$ cat src/rtl/serial_add_ctrl.sv
// Bit-serial adder controller: walks a two-half-adder full-adder cell across
// WIDTH bit pairs LSB-first and presents the registered sum with a Done pulse.
module serial_add_ha (
    input  logic a_i,
    input  logic b_i,
    output logic s_o,
    output logic c_o
);
    assign s_o = a_i ^ b_i;
    assign c_o = a_i & b_i;
endmodule

module serial_add_ctrl #(
    parameter int WIDTH = 8
) (
    input  logic             clk_i,
    input  logic             rst_ni,
    input  logic             start_i,
    input  logic [WIDTH-1:0] operand_a_i,
    input  logic [WIDTH-1:0] operand_b_i,
    output logic             busy_o,
    output logic             done_o,
    output logic [WIDTH-1:0] result_o,
    output logic             carry_out_o
);
    localparam int CW = (WIDTH > 1) ? $clog2(WIDTH) : 1;
    // The partial-sum register holds only the bits already produced; the
    // newest bit joins them combinationally when the result is loaded.
    localparam int SW = (WIDTH > 1) ? WIDTH - 1 : 1;
    localparam logic [CW-1:0] LAST = CW'(WIDTH - 1);

    typedef enum logic [1:0] {IDLE, RUN, DONE} state_e;

    state_e            state_q, state_d;
    logic [WIDTH-1:0]  a_q, a_d, b_q, b_d;
    logic [SW-1:0]     sum_q, sum_d;
    logic              carry_q, carry_d;
    logic [CW-1:0]     cnt_q, cnt_d;
    logic [WIDTH-1:0]  result_q, result_d;
    logic              cout_q, cout_d;

    logic              hs, hc0, sum_bit, hc1, carry_new;
    logic [WIDTH-1:0]  sum_full;

    serial_add_ha u_ha0 (.a_i(a_q[0]), .b_i(b_q[0]),   .s_o(hs),      .c_o(hc0));
    serial_add_ha u_ha1 (.a_i(hs),     .b_i(carry_q),  .s_o(sum_bit), .c_o(hc1));
    assign carry_new = hc0 | hc1;

    generate
        if (WIDTH == 1) begin : g_w1
            assign sum_full = sum_bit;
        end else begin : g_wn
            assign sum_full = {sum_bit, sum_q};
        end
    endgenerate

    always_comb begin
        state_d  = state_q;
        a_d      = a_q;
        b_d      = b_q;
        sum_d    = sum_q;
        carry_d  = carry_q;
        cnt_d    = cnt_q;
        result_d = result_q;
        cout_d   = cout_q;
        unique case (state_q)
            IDLE: begin
                if (start_i) begin
                    a_d     = operand_a_i;
                    b_d     = operand_b_i;
                    sum_d   = '0;
                    carry_d = 1'b0;
                    cnt_d   = '0;
                    state_d = RUN;
                end
            end
            RUN: begin
                a_d     = a_q >> 1;
                b_d     = b_q >> 1;
                sum_d   = (WIDTH > 1) ? SW'(sum_full >> 1) : '0;
                carry_d = carry_new;
                cnt_d   = cnt_q + CW'(1);
                if (cnt_q == LAST) begin
                    result_d = sum_full;
                    cout_d   = carry_new;
                    state_d  = DONE;
                end
            end
            DONE:    state_d = IDLE;
            default: state_d = IDLE;
        endcase
    end

    always_ff @(posedge clk_i or negedge rst_ni) begin
        if (!rst_ni) begin
            state_q  <= IDLE;
            a_q      <= '0;
            b_q      <= '0;
            sum_q    <= '0;
            carry_q  <= 1'b0;
            cnt_q    <= '0;
            result_q <= '0;
            cout_q   <= 1'b0;
        end else begin
            state_q  <= state_d;
            a_q      <= a_d;
            b_q      <= b_d;
            sum_q    <= sum_d;
            carry_q  <= carry_d;
            cnt_q    <= cnt_d;
            result_q <= result_d;
            cout_q   <= cout_d;
        end
    end

    assign busy_o      = (state_q == RUN);
    assign done_o      = (state_q == DONE);
    assign result_o    = result_q;
    assign carry_out_o = cout_q;
endmodule

$ cat config.mk
export PLATFORM = sky130hd
export DESIGN_NAME = serial_add_ctrl
export DESIGN_NICKNAME = d
export VERILOG_FILES = /design/src/rtl/serial_add_ctrl.sv
export SDC_FILE = /design/constraint.sdc
export NUM_CORES = 1
export LEC_CHECK = 0
export ABC_AREA = 1
export CORE_UTILIZATION = 56
export DETAILED_ROUTE_END_ITERATION = 8
export HOLD_SLACK_MARGIN = 0.12
export PLACE_DENSITY = 0.86
export SYNTH_ARGS = -nofsm -noshare
export SYNTH_HDL_FRONTEND = slang
export SYNTH_SLANG_ARGS = --single-unit
$ cat constraint.sdc
create_clock -name clk_i -period 1.9 [get_ports clk_i]
set_input_delay 0.285 -clock clk_i [delete_from_list [all_inputs] [get_ports clk_i]]
set_output_delay 0.285 -clock clk_i [all_outputs]
set_load 0.01 [all_outputs]
; ---- Yosys cells after proc, flatten, opt, wreduce, memory -nomap -nowiden
; Cells that the tools add are included.
[op_classes]
n_addsub = 1
eq_ne = 5
n_mux = 13
bitwise = 5
reduce_logical = 5
[op_table]
columns = op, n
row1 = one-hot mux 8 bit (2 select lines), 2
row2 = 2-to-1 mux 8 bit, 2
row3 = one-hot mux 7 bit (2 select lines), 1
row4 = 2-to-1 mux 7 bit, 1
row5 = one-hot mux 3 bit (2 select lines), 1
row6 = AND reduction 2 bit, 3
row7 = 2-to-1 mux 2 bit, 2
row8 = one-hot mux 2 bit (2 select lines), 1
row9 = adder 3 x 1 -> 3 bit (second input constant), 1
row10 = == test 3 bit (second input constant), 1
row11 = 2-to-1 mux 3 bit, 1
row12 = AND 1 bit, 2
row13 = == test 2 x 1 -> 1 bit (second input constant), 1
row14 = == test 2 bit (second input constant), 1
row15 = logical NOT 2 bit, 1
row16 = inequality test 2 x 1 -> 1 bit (second input constant), 1
row17 = inequality test 2 bit (second input constant), 1
row18 = one-hot mux 1 bit (2 select lines), 1
row19 = nonzero test 2 bit, 1
row20 = XOR 1 bit, 2
row21 = 2-to-1 mux 1 bit, 1
row22 = OR 1 bit, 1
[totals]
register_bits = 38
input_bits = 19
output_inout_bits = 11

; ---- Logic depth before layout (Yosys ltp)
[logic_depth]
depth_word = 4
depth_mapped = 7
ltp_nobuf = 6

; ---- Hierarchy
; Synthesis repeated with hierarchy kept, for this count alone.
[unflattened]
cells_unflattened = 211
area_unflattened_um2 = 1811.7
[modules_own_cells]
columns = mod, instances, cells_each, area_per_inst_um2, seq_area_each_um2
row1 = serial_add_ctrl, 1, 209, 1786.7, 950.9
row2 = serial_add_ha, 2, 1, 12.5, 0.0

; ---- Worst setup path after synthesis
; OpenSTA, ideal clock, no wires.
[synth_timing]
path_type = flip-flop to flip-flop
from = register cnt_q[0]
to = register result_q[1], in the netlist result_o[1]
setup_ps = 74
arrival_ps = 1137
slack_ps = 689
stages_incl_launch_ff = 7
synth_period_minus_slack_ps = 1211
cell_sequence = dfrtp_1 ha_1 ha_1 nand2_4 buf_6 nand2_1 o21ai_2
[synth_between]
elab_chain_len = 2
[synth_lines]
columns = item, line_no
row1 = "start, declared", 38  ; logic [CW-1:0] cnt_q, cnt_d;
row2 = "start signal, assigned", 110  ; cnt_q <= cnt_d;
row3 = == test 3 bit, 83  ; if (cnt_q == LAST) begin
row4 = AND reduction 2 bit (no line), --
row5 = "end signal, assigned", 111  ; result_q <= result_d;
row6 = "end, declared", 39  ; logic [WIDTH-1:0] result_q, result_d;
; No other way between the ends.
; A chain may end at the register's enable or synchronous reset.

; ---- Worst setup path in the final report
[layout_timing]
from = register state_q[1]
to = output port done_o
[layout_between]
elab_chain_len = 1
[layout_lines]
columns = item, line_no
row1 = "start, declared", 34  ; state_e state_q, state_d;
row2 = "start signal, assigned", 105  ; state_q <= state_d;
row3 = == test 2 bit, 117  ; assign done_o = (state_q == DONE);
row4 = "end, declared", 22  ; output logic done_o,
; No other way between the ends.

==> impl_metrics.yaml <==
setup_path:
  cp-endpoint: "done_o"
  worstPathMaxFanout: 14
  worst-r2r-setup-slack_ns: 0.37
  cp-end-kind: "primary output"
  cp_top_family: "buffers and inverters"
  critPathBufInv: 2
  startpoint: "state_q[1]$_DFFE_PN0P_"
  cp.arrival_ns: 1.53
  r2r_cells: 6
  slowest_delay_ns: 0.54
  crit_chain: "inv_4, nor2_1, clkdlybuf4s50_1"
  critPathSlowestCell: "clkdlybuf4s50_1"
  worstPathRequired_ns: 1.62
  r2r-end: "carry_q$_DFFE_PN0P_"
  start_kind: "register"
  regToRegStartpoint: "state_q[0]$_DFFE_PN0P_"
  critical_path_cell_count: 3
  critPathKind: "reg -> out"
pwr:
  p_comb_share_pct: 44.5
  power_density_mw_per_mm2: 1520
  leakage_nw: 1.17
  p_sw_share_pct: 38.9
  ir_drop_mv: 0.792
  power.share.clock_pct: 15.1
  total_power_mw: 3.39
  power_frac_seq_pct: 40.3
  intPower_mw: 2.07
  p_switching_mw: 1.32
clocking:
  clk_pin_slew_ns: 0.11
  root_buffer: "clkbuf_4"
  cts_buffers: 5
  insertion_delay_ns: 0.35
  clock_path_buffers: 2
  htreeDepth: 2
  ctsHoldBuffers: 0
  cts_tree: "done"
  cts.sinks: 38
timing:
  holdWs_ns: 0.288
  period_share_pct: 95.5
  setup_violations: 0
  slew_viol_final: 0
  hold_violations: 0
  fmax_mhz: 551
  worst_slack_ns: 0.0861
  rsz0062_at_grt: "no"
  skew_ns: 0.00945
  relSlewSlack_pct: 79.1
  tns_ns: 0
  min_period_ns: 1.81
  tightest_slew_ns: 0.314
finish:
  antenna_cells: 0
  final_nets: 264
  finalNonFillerCells: 287
  design_area_sq_mm: 0.00223
  post-route-util_pct: 72.5
  drive_gt1_share_pct: 15.2
  area_growth_pct: 22.1
placement:
  dp.cells: 277
  dp_slack_ns: 0.333
  placed_cell_area_sq_mm: 0.00213
  io_buffers: 29
  place_congestion: 0.801
  hpwl_mm: 2.25
yosys:
  synth.distinct_cells: 18
  synthTopCellsByArea: "dfrtp_1 (52%), nand2_1 (14%), nand3_1 (8.5%)"
  synth_edf_count: 0
  syn-cell-area_sq_mm: 0.00183
  yosysMostFrequentCell: "nand2_1"
  async_flop_share_pct: 100
  synth-main-ff-cell: "dfrtp_1"
  synth.cells.most_frequent: "nand2_1 (69), dfrtp_1 (38), inv_1 (31), nand3_1 (31), o21ai_2 (15)"
  syn_nets: 232
  seq_area_frac_synth_pct: 52.1
  netlist_instances: 210
  synth_top_area_cell: "dfrtp_1"
  synth.avg_cell_area_sq_um: 8.70
  ys_warn_count: 0
  ys_ff_latch: 38
  yosys.area.top_type_share_pct: 52.1
route:
  avgRoutedWirePerCell_um: 11.6
  ant_nets: 0
  drt_pass1_iterations: 8
  wl_mm: 3.34
  viasPerCell: 4.85
  first_iter_violations: 51
  drc: 0
  vias: 1393
global_route:
  use_met2_pct: 36.9
  grt_pass1_wl_mm: 5.61
  grt_max_degree: 39
  track_usage_pct: 22.6
  grt.busiest_layer: "met2"
  grt_pass1_vias: 1304
  antenna_found_initial: 0
  overflow: 0
  gr-usage-met3_pct: 7.42
  grt_use_met1_pct: 26.9
die:
  core_area_sq_mm: 0.00308
  die_w_um: 59.1
  ios: 30
  std_cell_rows: 20
  die-area_sq_mm: 0.00349
  start_util_pct: 59.3
  die_h_um: 59.1
status:
  status: "complete, no violations"
job:
  drv_cap: 0
hold_path:
  hp-class: "in -> async"
## layout by cell type, fill, tap and decap left out
cell type / n
nand2_1: 69
dfrtp_1: 37
inv_1: 31
nand3_1: 31
clkdlybuf4s50_1: 28
o21ai_2: 15
clkbuf_4: 5
nor2_1: 4
buf_4: 4
nand2_4: 3
clkbuf_8: 3
a21oi_1: 2
ha_1: 2
inv_2: 1
nor2_4: 1
inv_4: 1
nand2_2: 1
inv_6: 1
fa_1: 1
dlymetal6s2s_1: 1
buf_12: 1
dfrtp_2: 1
## cell type report
| type | instances | area (sq um) |
|---|---|---|
| timing repair buffer | 34 | 343 |
| inverter | 34 | 135 |
| tap | 44 | 55.1 |
| clock buffer | 8 | 78.8 |
| sequential | 38 | 952 |
| multi-input combinational | 129 | 667 |
| fill | 237 | 847 |
## power by group through the flow
| stage | Combinational [mW] | Clock, mW | Sequential [mW] |
|---|---|---|---|
| final | 1.51 | 0.513 | 1.37 |
| after global routing | 1.70 | 0.544 | 1.41 |
| after CTS | 1.52 | 0.518 | 1.37 |
| after detailed placement | 1.48 | 0 | 1.38 |
| after global placement | 1.44 | 0 | 1.37 |
| after floorplan | 1.08 | 0 | 1.37 |
## registers in the layout, summed over array words and instances (netlist names)
| register | flops |
|---|---|
| carry_q | 1 |
| b_q | 8 |
| sum_q | 7 |
| state_q | 2 |
| cnt_q | 3 |
| a_q | 8 |
| result_o | 8 |
| carry_out_o | 1 |
## timing repair
item                       CTS  global route
resized for setup            1             2
setup endpoints to repair    2             2
gates cloned                 0             0
pin swaps                    0             0
buffers inserted             2             0
## logic make-up (layout without fill, tap and decap cells)
group	count (synthesis)	in the layout	synth area share, %
AO/OA/AOI/OAI	17	17	7.74
adder cells (fa/ha/maj)	3	3	2.47
flip-flops	38	38	52.1
buffers and inverters	43	76	11.4
AND/OR/NAND/NOR	109	109	26.3
## per-layer routing
metal | vias to the layer above | routed length, um
met5 | - | 0
met4 | 0 | 78
met3 | 5 | 164
met2 | 37 | 1610
met1 | 644 | 1480
li1 | 707 | -
## worst min-delay path by stage
stage / from / to / slack, ns / cells past startpoint
after global routing: rst_ni / a_q[5]$_DFFE_PN0P_ / 0.31 / 2
after CTS: rst_ni / b_q[6]$_DFFE_PN0P_ / 0.29 / 2
final: rst_ni / state_q[1]$_DFFE_PN0P_ / 0.29 / 2
after floorplan: rst_ni / a_q[0]$_DFFE_PN0P_ / -0.01 / 0
after detailed placement: a_q[7]$_DFFE_PN0P_ / a_q[7]$_DFFE_PN0P_ / 0.46 / 2
after global placement: a_q[7]$_DFFE_PN0P_ / a_q[7]$_DFFE_PN0P_ / 0.46 / 2
No activity file was read; power rests on OpenSTA's default activity.
